[src/rtl/glitch_pkg.sv]
// Shared definitions for the glitch sequencer: top-level and per-channel state
// encodings, configuration field addresses and ctrl register bit positions.
package glitch_pkg;

  // Sequencer state, visible on o_state.
  typedef enum logic [1:0] {
    StIdle     = 2'd0,
    StArmed    = 2'd1,
    StRunning  = 2'd2,
    StCooldown = 2'd3
  } seq_state_e;

  // Per-channel pulse generator state.
  typedef enum logic [1:0] {
    ChWait = 2'd0,
    ChFire = 2'd1,
    ChGap  = 2'd2,
    ChDone = 2'd3
  } ch_state_e;

  // Field select in i_cfg_addr[3:0].
  localparam logic [3:0] FieldDelay  = 4'd0;
  localparam logic [3:0] FieldWidth  = 4'd1;
  localparam logic [3:0] FieldRepeat = 4'd2;
  localparam logic [3:0] FieldGap    = 4'd3;
  localparam logic [3:0] FieldCtrl   = 4'd4;

  // Ctrl register bits. Polarity is only honoured on channel 0.
  localparam int unsigned CtrlEnBit  = 0;
  localparam int unsigned CtrlPolBit = 1;

endpackage

[src/rtl/glitch_channel.sv]
// One glitch output channel: waits delay cycles after start, fires width+1
// cycles high, then repeats with gap+1 low cycles until repeat+1 pulses have
// fired. Idles in ChDone between runs.
module glitch_channel
  import glitch_pkg::*;
#(
  parameter int unsigned CW = 32,
  parameter int unsigned RW = 16
) (
  input  logic          clk_i,
  input  logic          rst_ni,
  input  logic          start_i,
  input  logic          clr_i,
  input  logic          en_i,
  input  logic [CW-1:0] delay_i,
  input  logic [CW-1:0] width_i,
  input  logic [CW-1:0] gap_i,
  input  logic [RW-1:0] rep_i,
  output logic          glitch_o,
  output logic          done_o
);

  ch_state_e     state_q;
  logic [CW-1:0] cnt_q;
  logic [RW-1:0] pcnt_q;  // pulses completed before the current one
  logic          glitch_q;

  // Channel FSM; glitch output is registered so it lines up with the
  // sequencer's first RUNNING cycle when delay is zero.
  always_ff @(posedge clk_i or negedge rst_ni) begin
    if (!rst_ni) begin
      state_q  <= ChDone;
      cnt_q    <= '0;
      pcnt_q   <= '0;
      glitch_q <= 1'b0;
    end else if (clr_i) begin
      state_q  <= ChDone;
      cnt_q    <= '0;
      pcnt_q   <= '0;
      glitch_q <= 1'b0;
    end else if (start_i) begin
      cnt_q  <= '0;
      pcnt_q <= '0;
      if (!en_i) begin
        state_q  <= ChDone;
        glitch_q <= 1'b0;
      end else if (delay_i == '0) begin
        state_q  <= ChFire;
        glitch_q <= 1'b1;
      end else begin
        state_q  <= ChWait;
        glitch_q <= 1'b0;
      end
    end else begin
      unique case (state_q)
        ChWait: begin
          // delay_i is non-zero here, so the subtraction cannot wrap
          if (cnt_q == delay_i - CW'(1)) begin
            state_q  <= ChFire;
            glitch_q <= 1'b1;
            cnt_q    <= '0;
          end else begin
            cnt_q <= cnt_q + CW'(1);
          end
        end
        ChFire: begin
          if (cnt_q == width_i) begin
            glitch_q <= 1'b0;
            cnt_q    <= '0;
            if (pcnt_q < rep_i) begin
              pcnt_q  <= pcnt_q + RW'(1);
              state_q <= ChGap;
            end else begin
              state_q <= ChDone;
            end
          end else begin
            cnt_q <= cnt_q + CW'(1);
          end
        end
        ChGap: begin
          if (cnt_q == gap_i) begin
            state_q  <= ChFire;
            glitch_q <= 1'b1;
            cnt_q    <= '0;
          end else begin
            cnt_q <= cnt_q + CW'(1);
          end
        end
        ChDone: begin
          glitch_q <= 1'b0;
        end
      endcase
    end
  end

  assign glitch_o = glitch_q;
  assign done_o   = (state_q == ChDone);

endmodule

[src/rtl/glitch_sequencer.sv]
// Multi-channel glitch sequencer. Arm, then an external trigger edge or a
// manual pulse starts all enabled channels together; o_done pulses once all
// channels have finished. Optional macro GLITCH_TRIG_FILTER_EN adds a FILT-cycle
// stability filter on the synchronised trigger.
module glitch_sequencer
  import glitch_pkg::*;
#(
  parameter int unsigned CH   = 4,
  parameter int unsigned CW   = 32,
  parameter int unsigned RW   = 16,
  parameter int unsigned FILT = 4
) (
  input  logic          sysclk,
  input  logic          rst_n,
  input  logic          i_cfg_we,
  input  logic [7:0]    i_cfg_addr,
  input  logic [CW-1:0] i_cfg_wdata,
  input  logic          i_arm,
  input  logic          i_disarm,
  input  logic          i_manual,
  input  logic          i_trig,
  output logic [CH-1:0] o_glitch,
  output logic [1:0]    o_state,
  output logic          o_done,
  output logic          o_cfg_err
);

  if (CH < 1 || CH > 16 || CW < 2 || RW > CW || FILT < 1) begin : g_param_check
    $error("glitch_sequencer: unsupported parameter combination");
  end

  seq_state_e    state_q;
  logic          done_q;
  logic          cfg_err_q;
  logic          pol_q;
  logic          trig_s1_q, trig_s2_q, trig_prev_q;
  logic          trig_lvl;
  logic          trig_edge;
  logic          start;
  logic          all_done;
  logic [CH-1:0] done_vec;
  logic [3:0]    cfg_ch;
  logic [3:0]    cfg_field;
  logic          cfg_ok;
  logic          cfg_wr;

  assign cfg_ch    = i_cfg_addr[7:4];
  assign cfg_field = i_cfg_addr[3:0];
  assign cfg_ok    = (state_q == StIdle) && ({1'b0, cfg_ch} < 5'(CH)) &&
                     (cfg_field <= FieldCtrl);
  assign cfg_wr    = i_cfg_we && cfg_ok;

  // Two-flop synchroniser plus a delayed copy of the (filtered) level.
  always_ff @(posedge sysclk or negedge rst_n) begin
    if (!rst_n) begin
      trig_s1_q   <= 1'b0;
      trig_s2_q   <= 1'b0;
      trig_prev_q <= 1'b0;
    end else begin
      trig_s1_q   <= i_trig;
      trig_s2_q   <= trig_s1_q;
      trig_prev_q <= trig_lvl;
    end
  end

`ifdef GLITCH_TRIG_FILTER_EN
  localparam int unsigned FcW = $clog2(FILT + 1);

  logic [FcW-1:0] filt_cnt_q;
  logic           filt_lvl_q;

  // Follow the synchronised level only after it has differed for FILT cycles.
  always_ff @(posedge sysclk or negedge rst_n) begin
    if (!rst_n) begin
      filt_cnt_q <= '0;
      filt_lvl_q <= 1'b0;
    end else if (trig_s2_q == filt_lvl_q) begin
      filt_cnt_q <= '0;
    end else if (filt_cnt_q == FcW'(FILT - 1)) begin
      filt_cnt_q <= '0;
      filt_lvl_q <= trig_s2_q;
    end else begin
      filt_cnt_q <= filt_cnt_q + FcW'(1);
    end
  end

  assign trig_lvl = filt_lvl_q;
`else
  assign trig_lvl = trig_s2_q;
`endif

  assign trig_edge = pol_q ? (trig_prev_q && !trig_lvl) : (!trig_prev_q && trig_lvl);

  // Channels launch on the same edge the sequencer enters RUNNING.
  assign start    = (state_q == StArmed) && (trig_edge || i_manual) && !i_disarm;
  assign all_done = &done_vec;

  // Top-level sequencer FSM with registered done pulse; disarm has priority.
  always_ff @(posedge sysclk or negedge rst_n) begin
    if (!rst_n) begin
      state_q <= StIdle;
      done_q  <= 1'b0;
    end else begin
      done_q <= 1'b0;
      if (i_disarm) begin
        state_q <= StIdle;
      end else begin
        unique case (state_q)
          StIdle:     if (i_arm) state_q <= StArmed;
          StArmed:    if (trig_edge || i_manual) state_q <= StRunning;
          StRunning: begin
            if (all_done) begin
              state_q <= StCooldown;
              done_q  <= 1'b1;
            end
          end
          StCooldown: state_q <= StIdle;
          default:    state_q <= StIdle;
        endcase
      end
    end
  end

  // Rejected writes report one cycle later; trigger polarity lives in ch0 ctrl.
  always_ff @(posedge sysclk or negedge rst_n) begin
    if (!rst_n) begin
      cfg_err_q <= 1'b0;
      pol_q     <= 1'b0;
    end else begin
      cfg_err_q <= i_cfg_we && !cfg_ok;
      if (cfg_wr && cfg_ch == 4'd0 && cfg_field == FieldCtrl) begin
        pol_q <= i_cfg_wdata[CtrlPolBit];
      end
    end
  end

  for (genvar c = 0; c < CH; c++) begin : g_ch
    logic [CW-1:0] delay_q, width_q, gap_q;
    logic [RW-1:0] rep_q;
    logic          en_q;
    logic          glitch;

    // Per-channel configuration registers, writable only while idle.
    always_ff @(posedge sysclk or negedge rst_n) begin
      if (!rst_n) begin
        delay_q <= '0;
        width_q <= '0;
        gap_q   <= '0;
        rep_q   <= '0;
        en_q    <= 1'b0;
      end else if (cfg_wr && cfg_ch == 4'(c)) begin
        case (cfg_field)
          FieldDelay:  delay_q <= i_cfg_wdata;
          FieldWidth:  width_q <= i_cfg_wdata;
          FieldRepeat: rep_q   <= i_cfg_wdata[RW-1:0];
          FieldGap:    gap_q   <= i_cfg_wdata;
          FieldCtrl:   en_q    <= i_cfg_wdata[CtrlEnBit];
          default:     ;
        endcase
      end
    end

    glitch_channel #(
      .CW (CW),
      .RW (RW)
    ) u_chan (
      .clk_i    (sysclk),
      .rst_ni   (rst_n),
      .start_i  (start),
      .clr_i    (i_disarm),
      .en_i     (en_q),
      .delay_i  (delay_q),
      .width_i  (width_q),
      .gap_i    (gap_q),
      .rep_i    (rep_q),
      .glitch_o (glitch),
      .done_o   (done_vec[c])
    );

    assign o_glitch[c] = glitch;
  end

  assign o_state   = state_q;
  assign o_done    = done_q;
  assign o_cfg_err = cfg_err_q;

endmodule

[config.mk]
export PLATFORM = sky130hd
export DESIGN_NAME = glitch_sequencer
export DESIGN_NICKNAME = d
export VERILOG_FILES = /design/src/rtl/glitch_pkg.sv /design/src/rtl/glitch_channel.sv /design/src/rtl/glitch_sequencer.sv
export SDC_FILE = /design/constraint.sdc
export NUM_CORES = 1
export LEC_CHECK = 0
export BUFFER_PORTS_ARGS = -buffer_cell sky130_fd_sc_hd__buf_2
export CAP_MARGIN = 20
export CORE_ASPECT_RATIO = 1.1
export CORE_MARGIN = 4
export CORE_UTILIZATION = 50
export DETAILED_ROUTE_END_ITERATION = 10
export PLACE_DENSITY = 0.63
export SYNTH_ARGS = -nofsm -noshare
export SYNTH_HDL_FRONTEND = slang
export SYNTH_SLANG_ARGS = --single-unit
[constraint.sdc]
create_clock -name sysclk -period 9 [get_ports sysclk]
set_input_delay 1.35 -clock sysclk [delete_from_list [all_inputs] [get_ports sysclk]]
set_output_delay 1.35 -clock sysclk [all_outputs]
set_load 0.02 [all_outputs]
==> impl_metrics.json, run 1 <==
{
  "cpMaxStageDelayCell": "nor4b_1",
  "synth_edf_count": 0,
  "cts_max_level": 3,
  "syn_area_mm2": 0.0379,
  "leakage_uw": 0.0189,
  "die_w_um": 270,
  "yosysWarnings": 0,
  "cts.sinks": 664,
  "top_usage_layer": "met2",
  "yosysTopAreaCell": "dfrtp_1",
  "dieArea_mm2": 0.0802,
  "first_pass_iters": 5,
  "path_cells": "inv_1 -> ha_1 -> nor4b_1 -> or4b_2 -> nor4b_1 -> a21oi_1 -> a2111oi_0 -> nand4b_1 -> nand3_1 -> nor2_1 -> buf_4 -> a22o_1",
  "synth_area_leaders": "dfrtp_1 (43%), mux2_2 (12%), xnor2_1 (8.7%)",
  "use_met1_pct": 37.1,
  "syn-num-nets": 3884,
  "cp-end-kind": "register",
  "grt_use_met3_pct": 3.35,
  "crit_family": "simple AND/OR/NAND/NOR gates",
  "fmaxAchievable_ghz": 0.206,
  "drive_above_1_share_pct": 18.7,
  "pin_count": 55,
  "cp_max_fo": 20,
  "grt_max_degree": 175,
  "swShare_pct": 30.6,
  "synth.distinct_cells": 83,
  "startpoint": "g_ch[3].delay_q[0]",
  "fin_nets": 3754,
  "p_sw_uw": 2460,
  "powerDensity_mw_per_mm2": 196,
  "synth_cells": 3746,
  "p_clk_share_pct": 39.6,
  "tightest_slew_ns": 1.08,
  "async_flop_share_pct": 100,
  "r2r-start": "g_ch[3].delay_q[0]",
  "path_clk_slew_ns": 0.06,
  "port_buffers": 54,
  "postCtsSetupBuffers": 0,
  "tritoncts": "built",
  "synth_area_per_cell_um2": 10.1,
  "dp_slack_ns": 4.17,
  "synth-seq-area-share_pct": 43.9,
  "wl_per_cell_um": 23.5,
  "fin_crit_ns": 4.85,
  "ys_seq_elements": 664,
  "grt.overflow.total": 0,
  "clockBufferDepth": 3,
  "area_growth_pct": 8.63,
  "ctsResizeCount": 0,
  "vdd_ir_drop_max_v": 0.000171,
  "cp.arrival_ns": 5.37,
  "grtUsageMet2_pct": 43.9,
  "design_area_mm2": 0.0411,
  "ant_nets": 0,
  "combPwrFrac_pct": 20.4,
  "rsz0062_at_grt": "no",
  "fin_ws_ns": 4.15,
  "diodes": 0,
  "cap_viol_max_count": 0,
  "post-dp-hpwl_um": 73200,
  "drv_slew": 0,
  "post_dp_cell_area_mm2": 0.0386,
  "seqPwrFrac_pct": 40.0,
  "vias": 28100,
  "vias_per_cell": 6.07,
  "hold_viol": 0,
  "clock_latency_ns": 0.62,
  "fin_setup_tns_ns": 0,
  "grt_util_all_layers_pct": 27.0,
  "finalSetupViolCount": 0,
  "max_slew_margin_pct": 27.7,
  "status": "completed",
  "internal_power_uw": 5590,
  "yosys.area.top_type_share_pct": 43.4,
  "core_mm2": 0.0749,
  "drc": 0,
  "numCtsBuffers": 74,
  "cp.required_ns": 9.51,
  "initial_core_util_pct": 50.5,
  "cp_slowest_stage_delay_ns": 0.80,
  "grt_pass1_vias": 27000,
  "routed_wl_um": 109000,
  "die_h_um": 297,
  "path_class": "reg -> reg",
  "worstHoldPathType": "reg -> reg",
  "ctsHoldBuffers": 0,
  "antenna_found_initial": 7,
  "critPathBufInv": 2,
  "cp-start-kind": "register",
  "finalCritPeriodShare_pct": 53.9,
  "min_from": "trig_s1_q",
  "rows": 105,
  "dominantRegCellSynth": "dfrtp_1",
  "grt_pass1_wl_um": 167000,
  "gp_congestion": 0.927,
  "cts_root_buffer": "clkbuf_16",
  "crit_path_frequent_cell": "nor4b_1",
  "drt_iter0_drc": 2186,
  "fin_skew_ns": 0.0250
}
placed cells by master (no fill, tap or decap), types with 30 or more instances in the layout:
master and n:
a21oi_1 92, and3_1 54, nor3_1 84, or3_1 45, nor2b_1 30, nor4_1 75, xnor2_1 376, nand2_1 221
a22o_1 34, nor2_1 206, nand3_1 103, nand4_1 127, clkbuf_16 77, o21ai_0 168, ha_1 91, dfrtp_1 656
a21o_1 51, xor2_1 95, a31oi_1 40, buf_2 54, mux2_2 409, inv_1 118
registers in the layout, summed over array words and instances (netlist names), 2 cells and up:
signal and count:
g_ch.delay_q 128, g_ch.gap_q 128, g_ch.u_chan.cnt_q 128, g_ch.width_q 128
g_ch.rep_q 64, g_ch.u_chan.pcnt_q 64, g_ch.u_chan.state_q 8, g_ch.en_q 4
g_ch.u_chan.glitch_o 4, o_state 2
cell usage after synthesis (15+ instances only):
library cell / number
clkbuf_1: 257
a211oi_1: 16
o31ai_1: 15
or3_1: 45
a22o_1: 34
inv_1: 118
nor3_1: 85
o21ai_0: 168
a31o_2: 17
nand3_1: 103
a21o_1: 51
a31oi_1: 40
ha_1: 91
xor2_1: 95
nand2_1: 221
nor2b_1: 30
or4_1: 23
nand4_1: 127
buf_1: 18
and3_1: 54
nand2b_1: 29
nor2_1: 219
nand3b_1: 18
nor4_1: 77
dfrtp_1: 656
mux2_2: 409
and2_1: 18
a21oi_1: 92
xnor2_1: 376
worst paths after layout:
path | to | slack, ns | cells past startpoint
worst max-delay path | g_ch[3].u_chan.cnt_q[12] | 4.15 | 12
worst min-delay path | trig_lvl | 0.35 | 0
worst max register to register | g_ch[3].u_chan.cnt_q[12] | 4.15 | 12
worst min register to register | trig_lvl | 0.35 | 0
max in group asynchronous | g_ch[3].gap_q[18] | 6.64 | 2
min in group asynchronous | g_ch[0].u_chan.pcnt_q[11] | 0.79 | 1
kinds of logic after synthesis:
group	share of synthesized area (%)
buffers and inverters	4.15
adder cells (fa/ha/maj)	3.01
multiplexers	12.6
AO/OA/AOI/OAI	9.78
AND/OR/NAND/NOR	15.7
XOR/XNOR	10.9
flip-flops	43.9
final cells by class:
class / count / area, µm²
clock buffer: 104 / 2210
multi-input combinational: 2674 / 19800
clock inverter: 26 / 354
timing repair buffer: 84 / 528
tap: 963 / 1200
sequential: 664 / 16600
inverter: 118 / 443
fill: 6587 / 33800
layer usage:
metal  share of wire (%)  up-vias  routed length [µm]
met5                   0        -                   0
met4                 3.8        0                4130
met3                 5.6      182                6150
met2                  46      754               50700
met1                  44    14200               48000
li1                    -    13000                   -
through the flow:
stage	hold WS, ns	utilization, %	total power [µW]	std cells
2_1_floorplan	0.331	-	4330	3746
3_3_place_gp	0.339	51.5	4890	4502
3_5_place_dp	0.335	51.5	4900	4502
4_1_cts	0.348	54.9	8110	4632
5_1_grt	0.384	54.9	8410	4633
6_report	0.347	54.9	8050	4633
power groups by stage:
stage | combinational [µW] | clock (µW) | sequential, µW
2_1_floorplan | 1120 | 0 | 3210
3_3_place_gp | 1620 | 0 | 3270
3_5_place_dp | 1620 | 0 | 3280
4_1_cts | 1630 | 3250 | 3220
5_1_grt | 1790 | 3390 | 3240
6_report | 1640 | 3190 | 3220
(Power assumes the default switching activity.)
==> inputs of run 2 (changes only) <==
- PLACE_DENSITY: 0.63 -> 0.65
- clock period: 9 -> 4.3 ns (I/O delays scaled with it)
==> impl_metrics.json, run 2 (synthesis gave the netlist of run 1 again) <==
{
  "pin_count": 55,
  "area_growth_pct": 9.96,
  "routed_wl_um": 111000,
  "cap_viol_max_count": 0,
  "startpoint": "g_ch[0].delay_q[0]",
  "r2r-start": "g_ch[0].delay_q[0]",
  "fmaxAchievable_ghz": 0.243,
  "status": "completed",
  "cts_root_buffer": "clkbuf_16",
  "antenna_found_initial": 7,
  "fin_nets": 3839,
  "max_slew_margin_pct": 31.6,
  "gp_congestion": 0.926,
  "reg2regPathDepth": 12,
  "design_area_mm2": 0.0416,
  "fin_worst_hold_slack_ns": 0.0657,
  "regArea_mm2": 0.0166,
  "post_dp_cell_area_mm2": 0.0393,
  "post-dp-hpwl_um": 76100,
  "met3_length_um": 7700,
  "drive_above_1_share_pct": 20.4,
  "finalSetupViolCount": 0,
  "path_clk_slew_ns": 0.06,
  "fin_setup_tns_ns": 0,
  "dieArea_mm2": 0.0802,
  "numCtsBuffers": 72,
  "cp.required_ns": 4.79,
  "seqPwrFrac_pct": 40.7,
  "fin_skew_ns": 0.0295,
  "p_sw_uw": 5170,
  "fin_crit_ns": 4.11,
  "clockBufferDepth": 3,
  "leakage_uw": 0.0193,
  "drv_slew": 0,
  "grt_util_all_layers_pct": 27.4,
  "vdd_ir_drop_max_v": 0.000338,
  "postCtsSetupBuffers": 0,
  "port_buffers": 54,
  "die_h_um": 297,
  "vias_per_cell": 6.13,
  "layout_commonest_cell": "dfrtp_1",
  "path_class": "reg -> reg",
  "tightest_slew_ns": 1.02,
  "core_mm2": 0.0749,
  "rrSetupSlack_ns": 0.19,
  "tritoncts": "built",
  "cp.arrival_ns": 4.59,
  "wl_met1_um": 47100,
  "die_w_um": 270,
  "wl_met2_um": 52500,
  "grt_pass1_vias": 28000,
  "cp_max_fo": 20,
  "drt_iter0_drc": 2246,
  "finalCritPeriodShare_pct": 95.5,
  "grt_max_degree": 102,
  "rsz0062_at_grt": "no",
  "cp-end-kind": "register",
  "multi_input_area_mm2": 0.0198,
  "grt_pass1_wl_um": 170000,
  "grt.overflow.total": 0,
  "rows": 105,
  "wl_per_cell_um": 23.6,
  "vias": 28900,
  "first_pass_iters": 5,
  "fin_util_pct": 55.6,
  "layout_common_cells": "dfrtp_1 (656), mux2_2 (409), xnor2_1 (376)",
  "cp-start-kind": "register",
  "top_layer_used": "met5",
  "clock_latency_ns": 0.62,
  "p_clk_share_pct": 37.4,
  "worstHoldPathType": "in -> async",
  "cts.sinks": 664,
  "ant_nets": 0,
  "swShare_pct": 31.3,
  "drc": 0,
  "internal_power_uw": 11400,
  "initial_core_util_pct": 50.5,
  "r2r_end": "g_ch[0].u_chan.cnt_q[18]",
  "powerDensity_mw_per_mm2": 397,
  "nFillCells": 6586,
  "hold_viol": 0,
  "cts_max_level": 3,
  "combPwrFrac_pct": 22.0
}
==> run 2: worst max-delay path, cell delays in order (launching register included) <==
cell	delay [ns]
dfrtp_1	0.43
inv_1	0.09
ha_1	0.22
or3b_2	0.52
or4_1	0.66
o31a_1	0.34
o31a_1	0.29
nand2_1	0.08
o21ai_0	0.08
or4_1	0.53
and2_4	0.30
and3_1	0.18
a221o_1	0.25
==> run 2: stage by stage <==
step | cells | setup slack (ns) | total power [µW]
2_1_floorplan | 3746 | 0.279 | 9060
3_3_place_gp | 4590 | 0.237 | 10400
3_5_place_dp | 4590 | 0.0702 | 10400
4_1_cts | 4718 | 0.0283 | 16600
5_1_grt | 4718 | 0.0466 | 17200
6_report | 4720 | 0.193 | 16500
==> run 2: cell type report <==
class | count | share of cell area (%)
diodes | 2 | 0.0120
inverters | 118 | 1.06
flip-flops and latches | 664 | 39.9
clock inverters | 20 | 0.505
multi-input cells | 2674 | 47.5
well taps | 963 | 2.89
repair buffers | 171 | 3.02
clock buffers | 108 | 5.09
==> run 2: power groups by stage <==
| stage | logic, µW | clock network, µW | registers, µW |
|---|---|---|---|
| after global placement | 3520 | 0 | 6840 |
| after detailed placement | 3570 | 0 | 6840 |
| after global routing | 3910 | 6550 | 6760 |
| after CTS | 3590 | 6290 | 6730 |
| final | 3630 | 6180 | 6730 |
| after floorplan | 2340 | 0 | 6730 |
==> run 2: how the worst max path moves through the flow <==
| stage | to | slack, ns |
|---|---|---|
| floorplan | g_ch[0].u_chan.cnt_q[18] | 0.28 |
| global placement | g_ch[0].u_chan.cnt_q[8] | 0.24 |
| detailed placement | g_ch[0].u_chan.cnt_q[8] | 0.07 |
| CTS | g_ch[0].u_chan.cnt_q[8] | 0.03 |
| global route | g_ch[0].u_chan.cnt_q[18] | 0.05 |
| finish | g_ch[0].u_chan.cnt_q[18] | 0.19 |
==> run 2: what timing repair did <==
item,CTS,global route
endpoints found under the hold margin,0,0
hold buffers,0,0
endpoints found under the setup margin,0,17
resized for setup,0,4
==> run 2: metal layers <==
layer  up-vias  GRT usage, %
met5         -             0
li1      13200             -
met4         2          9.78
met1     14500          36.3
met3       216          4.49
met2       972          45.9
